===== src/rtl/imem_fetch_resp.sv =====
// Instruction-memory responder: loaded through a word-write port, then serves PC fetches
// through a LAT-stage flushable read pipeline. Define IMEM_PARITY_EN for per-word parity.
module imem_fetch_resp #(
   parameter int              AW        = 16,
   parameter int              DW        = 9,
   parameter int              IDXW      = 8,
   parameter int              LAT       = 2,
   parameter logic [DW-1:0]   HALT_WORD = 9'h1FF
) (
   input  logic               clk,
   input  logic               Init_n,
   input  logic [AW-1:0]      PC,
   input  logic               fetch_en,
   input  logic               flush,
   input  logic               ld_en,
   input  logic [IDXW-1:0]    ld_addr,
   input  logic [DW-1:0]      ld_data,
   input  logic               ld_done,
`ifdef IMEM_PARITY_EN
   input  logic               ld_par_flip,
   output logic               par_err,
`endif
   output logic               run,
   output logic [DW-1:0]      instr_out,
   output logic               instr_valid,
   output logic [AW-1:0]      instr_pc,
   output logic               oob,
   output logic               ld_err
);

   localparam int DEPTH = 1 << IDXW;
`ifdef IMEM_PARITY_EN
   localparam int MW = DW + 1;
`else
   localparam int MW = DW;
`endif

   typedef enum logic {S_LOAD, S_RUN} state_t;

   typedef struct packed {
      logic [AW-1:0] pc;
      logic          oob;
      logic [DW-1:0] word;
`ifdef IMEM_PARITY_EN
      logic          perr;
`endif
   } resp_t;

   state_t        state, state_nx;
   logic [MW-1:0] mem [DEPTH];
   logic [MW-1:0] rd;
   resp_t         s0;
   resp_t         pipe [1:LAT];
   logic [LAT:1]  vld_pipe;
   logic          issue;

   // ---------------- mode FSM ----------------
   always_ff @(posedge clk or negedge Init_n) begin
      if (!Init_n) state <= S_LOAD;
      else         state <= state_nx;
   end

   always_comb begin
      state_nx = state;
      if (state == S_LOAD && ld_done) state_nx = S_RUN;
   end

   assign run = (state == S_RUN);

   always_ff @(posedge clk or negedge Init_n) begin
      if (!Init_n)          ld_err <= 1'b0;
      else if (run && ld_en) ld_err <= 1'b1;
   end

   // ---------------- program store (never reset) ----------------
   always_ff @(posedge clk) begin
`ifdef IMEM_PARITY_EN
      if (!run && ld_en) mem[ld_addr] <= {(^ld_data) ^ ld_par_flip, ld_data};
`else
      if (!run && ld_en) mem[ld_addr] <= ld_data;
`endif
   end

   // ---------------- stage-1 lookup ----------------
   assign issue = run & fetch_en;

   always_comb begin
      rd      = mem[PC[IDXW-1:0]];
      s0      = '0;
      s0.pc   = PC;
      s0.oob  = |PC[AW-1:IDXW];
      s0.word = s0.oob ? HALT_WORD : rd[DW-1:0];
`ifdef IMEM_PARITY_EN
      s0.perr = !s0.oob && ((^rd[DW-1:0]) != rd[DW]);
`endif
   end

   // Payload only advances with a live valid bit, so the last stage holds between responses.
   // Flush masks every stage-to-stage move but never the new issue (the branch target).
   always_ff @(posedge clk or negedge Init_n) begin
      if (!Init_n) begin
         vld_pipe <= '0;
         for (int k = 1; k <= LAT; k++) pipe[k] <= '0;
      end else begin
         vld_pipe[1] <= issue;
         if (issue) pipe[1] <= s0;
         for (int k = 2; k <= LAT; k++) begin
            vld_pipe[k] <= vld_pipe[k-1] & ~flush;
            if (vld_pipe[k-1] && !flush) pipe[k] <= pipe[k-1];
         end
      end
   end

   assign instr_valid = vld_pipe[LAT];
   assign instr_out   = pipe[LAT].word;
   assign instr_pc    = pipe[LAT].pc;
   assign oob         = pipe[LAT].oob;
`ifdef IMEM_PARITY_EN
   assign par_err     = pipe[LAT].perr;
`endif

endmodule


===== config.mk =====
export PLATFORM = sky130hd
export DESIGN_NAME = imem_fetch_resp
export DESIGN_NICKNAME = d
export VERILOG_FILES = /design/src/rtl/imem_fetch_resp.sv
export SDC_FILE = /design/constraint.sdc
export NUM_CORES = 2
export LEC_CHECK = 0
export BUFFER_PORTS_ARGS = -buffer_cell sky130_fd_sc_hd__buf_4
export CAP_MARGIN = 10
export CORE_ASPECT_RATIO = 0.8
export CORE_MARGIN = 10
export CORE_UTILIZATION = 55
export CTS_CLUSTER_SIZE = 28
export DETAILED_ROUTE_END_ITERATION = 8
export PLACE_DENSITY = 0.71
export SETUP_SLACK_MARGIN = 0.2
export SYNTH_ARGS = -nofsm -noshare
export SYNTH_HDL_FRONTEND = slang
export SYNTH_SLANG_ARGS = --single-unit

===== constraint.sdc =====
create_clock -name clk -period 5.8 [get_ports clk]
set_input_delay 0.29 -clock clk [delete_from_list [all_inputs] [get_ports clk]]
set_output_delay 0.29 -clock clk [all_outputs]
set_load 0.02 [all_outputs]

Word level (Yosys, flattened, before mapping). Memory sizes are Yosys's and may differ from the RTL's. Index checks and enable logic that the tools add are counted.

Input bits: 39. Memories kept: 1. Bits in writable memories: 2304. Output and inout bits: 29. Bits in registers: 56.

Memories: mem (words 256, width 9, read ports 1, clocked after Yosys merged registers in 0, write ports 1, line 50) `logic [MW-1:0] mem [DEPTH];`.

Muxes and demuxes: 3. Reduce and logical (&&, ||, !) cells: 7. Bitwise gates (word level): 4.

Operators with widths (count): $mux 9 (1); $reduce_or 8->1 (1); $logic_and 1x1->1 (4); $and 1x1->1 (2); $logic_not 1->1 (2); $mux 1 (2); $not 1->1 (2).

Longest topological paths before layout.
Depth in word-level cells: 4. Gate-level depth with buffers: 13. Gate-level depth less buffers: 7.

Worst setup path after synthesis. No wires, ideal clock.

Path type: in2reg. Start point: input port PC[1]. End point: register pipe[26] (netlist bit). Setup slack: 3.166 ns. Cell stages on the path: 8. Arrival time: 2.508 ns. Cell sequence: buf_2 > buf_2 > buf_1 > mux4_2 > mux4_2 > a221oi_1 > nor3_1 > o32a_1.

Longest elaborated chain between the ends: 2.

Ends and longest elaborated chain: start, declared (line 12) `input logic [AW-1:0] PC,`; $mem_v2 256x9; $mux 9 (line 92) `s0.word = s0.oob ? HALT_WORD : rd[DW-1:0];`; end signal, assigned by index (line 109) `if (vld_pipe[k-1] && !flush) pipe[k] <= pipe[k-1];`; end, declared (line 53) `resp_t pipe [1:LAT];`.

Every way passes these cells. A chain may end at the register's enable or synchronous reset.

Worst setup path after layout.
Start point: register state (netlist: run). End point: memory mem[254][7] (netlist bit) (enable).

Longest elaborated chain between the ends: 4.

Ends and longest elaborated chain: start, declared (line 49) `state_t state, state_nx;`; start signal, assigned (line 60) `else state <= state_nx;`; $logic_not 1->1 (line 80) `if (!run && ld_en) mem[ld_addr] <= ld_data;`; $logic_and 1x1->1 (line 80); $mux 1 (line 80); $mux 1 (implied by the code) (line 80); end, declared (line 50).

Every way passes these cells.

==> qor.csv <==
metric,value,unit
status,finished clean,
initial antenna violation count,6,
Final #Nets,4416,
routed vias,44760,
gp weighted congestion,0.8729,
"most used cell, CP",buf_4,
Final setup viols,0,
crit path DAT,4.04,ns
WP data required,6.24,ns
Main synth FF type,edfxtp_1,
cell type with the largest total area after synthesis,edfxtp_1,
CTS H-tree lvls,4,
Syn Area/Cell,21.36,um^2
Max Clk Rate,0.2777,GHz
Worst VDD drop,326.2,uV
CP top delay family,simple AND/OR/NAND/NOR gates,
Vias/cell,6.668,
Fill cells,11060,
setup_tns,0,ns
Crit Path Class,register to register,
Layout area overhead,10.69,%
Clk pwr share,0.400,
DR DRC count,0,
post-route setup slack,2.199,ns
Least-Margin Pin Slew,1.229,ns
setup bufs post-CTS,0,
CP Buf/Inv Count,3,
Syn Nets,4303,
Initial Util,0.5540,
CP max FO,19,
Sink Count,2360,
fin crit share,0.6208,
"Clk pin slew, worst setup/hold paths",0.07,ns
first-pass GRT wire length,320100,um
top post-synthesis cells by area,"edfxtp_1 76%, mux4_2 13%, mux2i_1 2.4%",
Bufs on Longest Clock Path,3,
floorplan row count,133,
Critical-path top delay cell,nor2_1,
"Min Clock Period, post-route",3.601,ns
skew final,0.02799,ns
cts bufs inserted,210,
crit end category,register,
"Async S/R FF share, synth",0.02373,
post-synthesis cell count,4264,
switching share of power,0.2104,
Pint,26.83,mW
share of post-route cells with drive strength above 1,0.2287,
Final Slew Violations,0,
Hold Crit Class,input pin to register,
Initial DRT Pass Iterations,6,
"wirelength, routed",221300,um
Port Buffer Count,67,
1st-iter DRT viols,6348,
antenna-violating nets left,0,
"Hold Vio Cnt, Final",0,
top cell type's share of synthesized area,0.7596,
largest net degree at the start of global routing,209,
TritonCTS clock tree,built,
pre-CTS WS,1.409,ns
Skew-Pair Late Insertion Delay,0.84,ns
Post-synth EDFFs,2304,
Crit path largest cell delay,0.83,ns
Core Footprint,0.1644,mm^2
power density cells,337.0,mW/mm^2
worst-path cell chain,buf_4 -> nor2b_1 -> buf_4 -> nand4_1 -> buf_4 -> nor2_1,
routed len/inst,32.97,um
DP Wirelength,133900,um
Die X,475.0,um
total track usage,0.2426,
unique cell type count in the Yosys netlist,47,
Final Core Density,0.6133,
CTS Root Cell,clkbuf_16,
leak pwr,31.43,nW
Yosys reg bits,2360,
CP startpoint kind,register,
FF+latch area,0.07059,mm^2
RSZ-0062 raised after global routing,false,
MaxCap Viol Count,0,
most common cell in the synthesized netlist,edfxtp_1,
Sw Pwr,7.147,mW
I/O pin count,68,
vias in the first global route,43650,
Post-synth top cells,"2,304 x edfxtp_1, 523 x mux4_2, 268 x nor2_1, 217 x mux2i_1, 129 x clkbuf_1",
multi-input logic area,0.01906,mm^2
share of power burned in registers,0.552,
total grt overflow,0,
Comb pwr share,0.048,
post-synthesis sequential area ratio,0.7749,
YS warnings,0,
Die Area,0.1824,mm^2
Rel. slew slack,0.1809,
synthesized area,0.09109,mm^2
DIE HEIGHT,384.0,um
## flip-flops by register name, summed over array words and instances, names as in the netlist
name       count
instr_out      9
instr_pc      16
ld_err         1
mem         2304
oob            1
pipe          26
run            1
vld_pipe       2
## cells in the final DEF, fill, tap and decap left out, types with 6 or more instances in the layout
master / netlist / routed
mux4_2: 523 / 523
clkbuf_8: 0 / 16
nand4_1: 37 / 37
o21a_1: 7 / 7
a31oi_1: 9 / 9
o2111ai_1: 8 / 8
mux2i_1: 217 / 217
mux2_2: 34 / 34
o21ai_1: 6 / 6
a21oi_1: 28 / 28
nand3_1: 33 / 33
nor3_1: 11 / 11
dlygate4sd3_1: 0 / 32
a221oi_1: 111 / 111
nand2_1: 87 / 87
o32a_1: 8 / 8
clkbuf_16: 0 / 214
clkbuf_1: 129 / 46
o21ai_0: 95 / 95
inv_6: 0 / 9
bufinv_16: 0 / 15
buf_12: 0 / 18
a22oi_1: 36 / 36
o22ai_1: 13 / 13
edfxtp_1: 2304 / 2304
buf_4: 46 / 129
a22o_1: 18 / 18
dfrtp_1: 56 / 56
clkinv_1: 1 / 44
nor2_1: 268 / 266
clkinv_2: 0 / 40
nor2b_1: 17 / 10
## final timing paths
| check | startpoint | endpoint | slack [ns] | cells past startpoint |
|---|---|---|---|---|
| worst min register to register | pipe[38]$_DFFE_PN0P_ | pipe[38]$_DFFE_PN0P_ | 0.47 | 2 |
| worst max-delay path | run$_DFFE_PN0P_ | mem[254][7]$_DFFE_PP_ | 2.20 | 6 |
| worst max register to register | run$_DFFE_PN0P_ | mem[254][7]$_DFFE_PP_ | 2.20 | 6 |
| worst min-delay path | ld_data[4] | mem[58][4]$_DFFE_PP_ | 0.08 | 1 |
| max in group asynchronous | Init_n | instr_pc[15]$_DFFE_PN0P_ | 4.77 | 3 |
| min in group asynchronous | Init_n | vld_pipe[2]$_DFF_PN0_ | 0.17 | 3 |
## metal layers
layer  part of all wire  up-vias  track usage
li1                   -    18070            -
met1               0.40    23600       0.3678
met4              0.032        4      0.07136
met5            0.00036        -     0.002618
met3               0.12      386      0.06486
met2               0.45     2702       0.3491
## cell families (layout without fill, tap and decap cells)
group | count (synthesis) | in the layout | synth area share
other | 0 | 1 | 0
buffers and inverters | 294 | 581 | 0.01637
muxes | 774 | 774 | 0.1574
AOI/OAI and AO/OA | 363 | 363 | 0.02901
and+or+nand+nor | 473 | 473 | 0.02231
DFF | 2360 | 2360 | 0.7749
## power groups by stage
stage | Clock, mW | Sequential, mW | Combinational (mW)
after global routing | 14.4 | 18.7 | 1.73
after detailed placement | 0 | 19.1 | 1.62
after CTS | 13.7 | 18.8 | 1.64
after global placement | 0 | 19.1 | 1.59
final | 13.6 | 18.8 | 1.65
after floorplan | 0 | 19.1 | 0.905
## what timing repair did
item                                    in CTS  in global routing
gates resized for setup                      0                  0
hold buffers                                32                  0
endpoints found under the setup margin       0                  0
endpoints found under the hold margin      143                  0
## through the flow
| stage | power, mW | hold WS, ns | cell area (um^2) | instances |
|---|---|---|---|---|
| global route | 34.87 | 0.07025 | 100800 | 6711 |
| CTS | 34.10 | 0.04001 | 100800 | 6711 |
| floorplan | 20.02 | -0.005591 | 91090 | 4264 |
| finish | 33.97 | 0.07730 | 100800 | 6712 |
| global placement | 20.71 | 0.1561 | 93860 | 6293 |
| detailed placement | 20.74 | 0.1577 | 93860 | 6293 |
## area by class of cell
| class | instances | area share |
|---|---|---|
| Clock buffer | 266 | 0.05564 |
| Antenna cell | 1 | 0.00002482 |
| Clock inverter | 120 | 0.01024 |
| Tap cell | 2160 | 0.02680 |
| Inverter | 4 | 0.0001489 |
| Timing Repair Buffer | 191 | 0.01802 |
| Sequential cell | 2360 | 0.7001 |
| Multi-Input combinational cell | 1610 | 0.1890 |
Note: power is estimated with default switching activity, not from simulation.
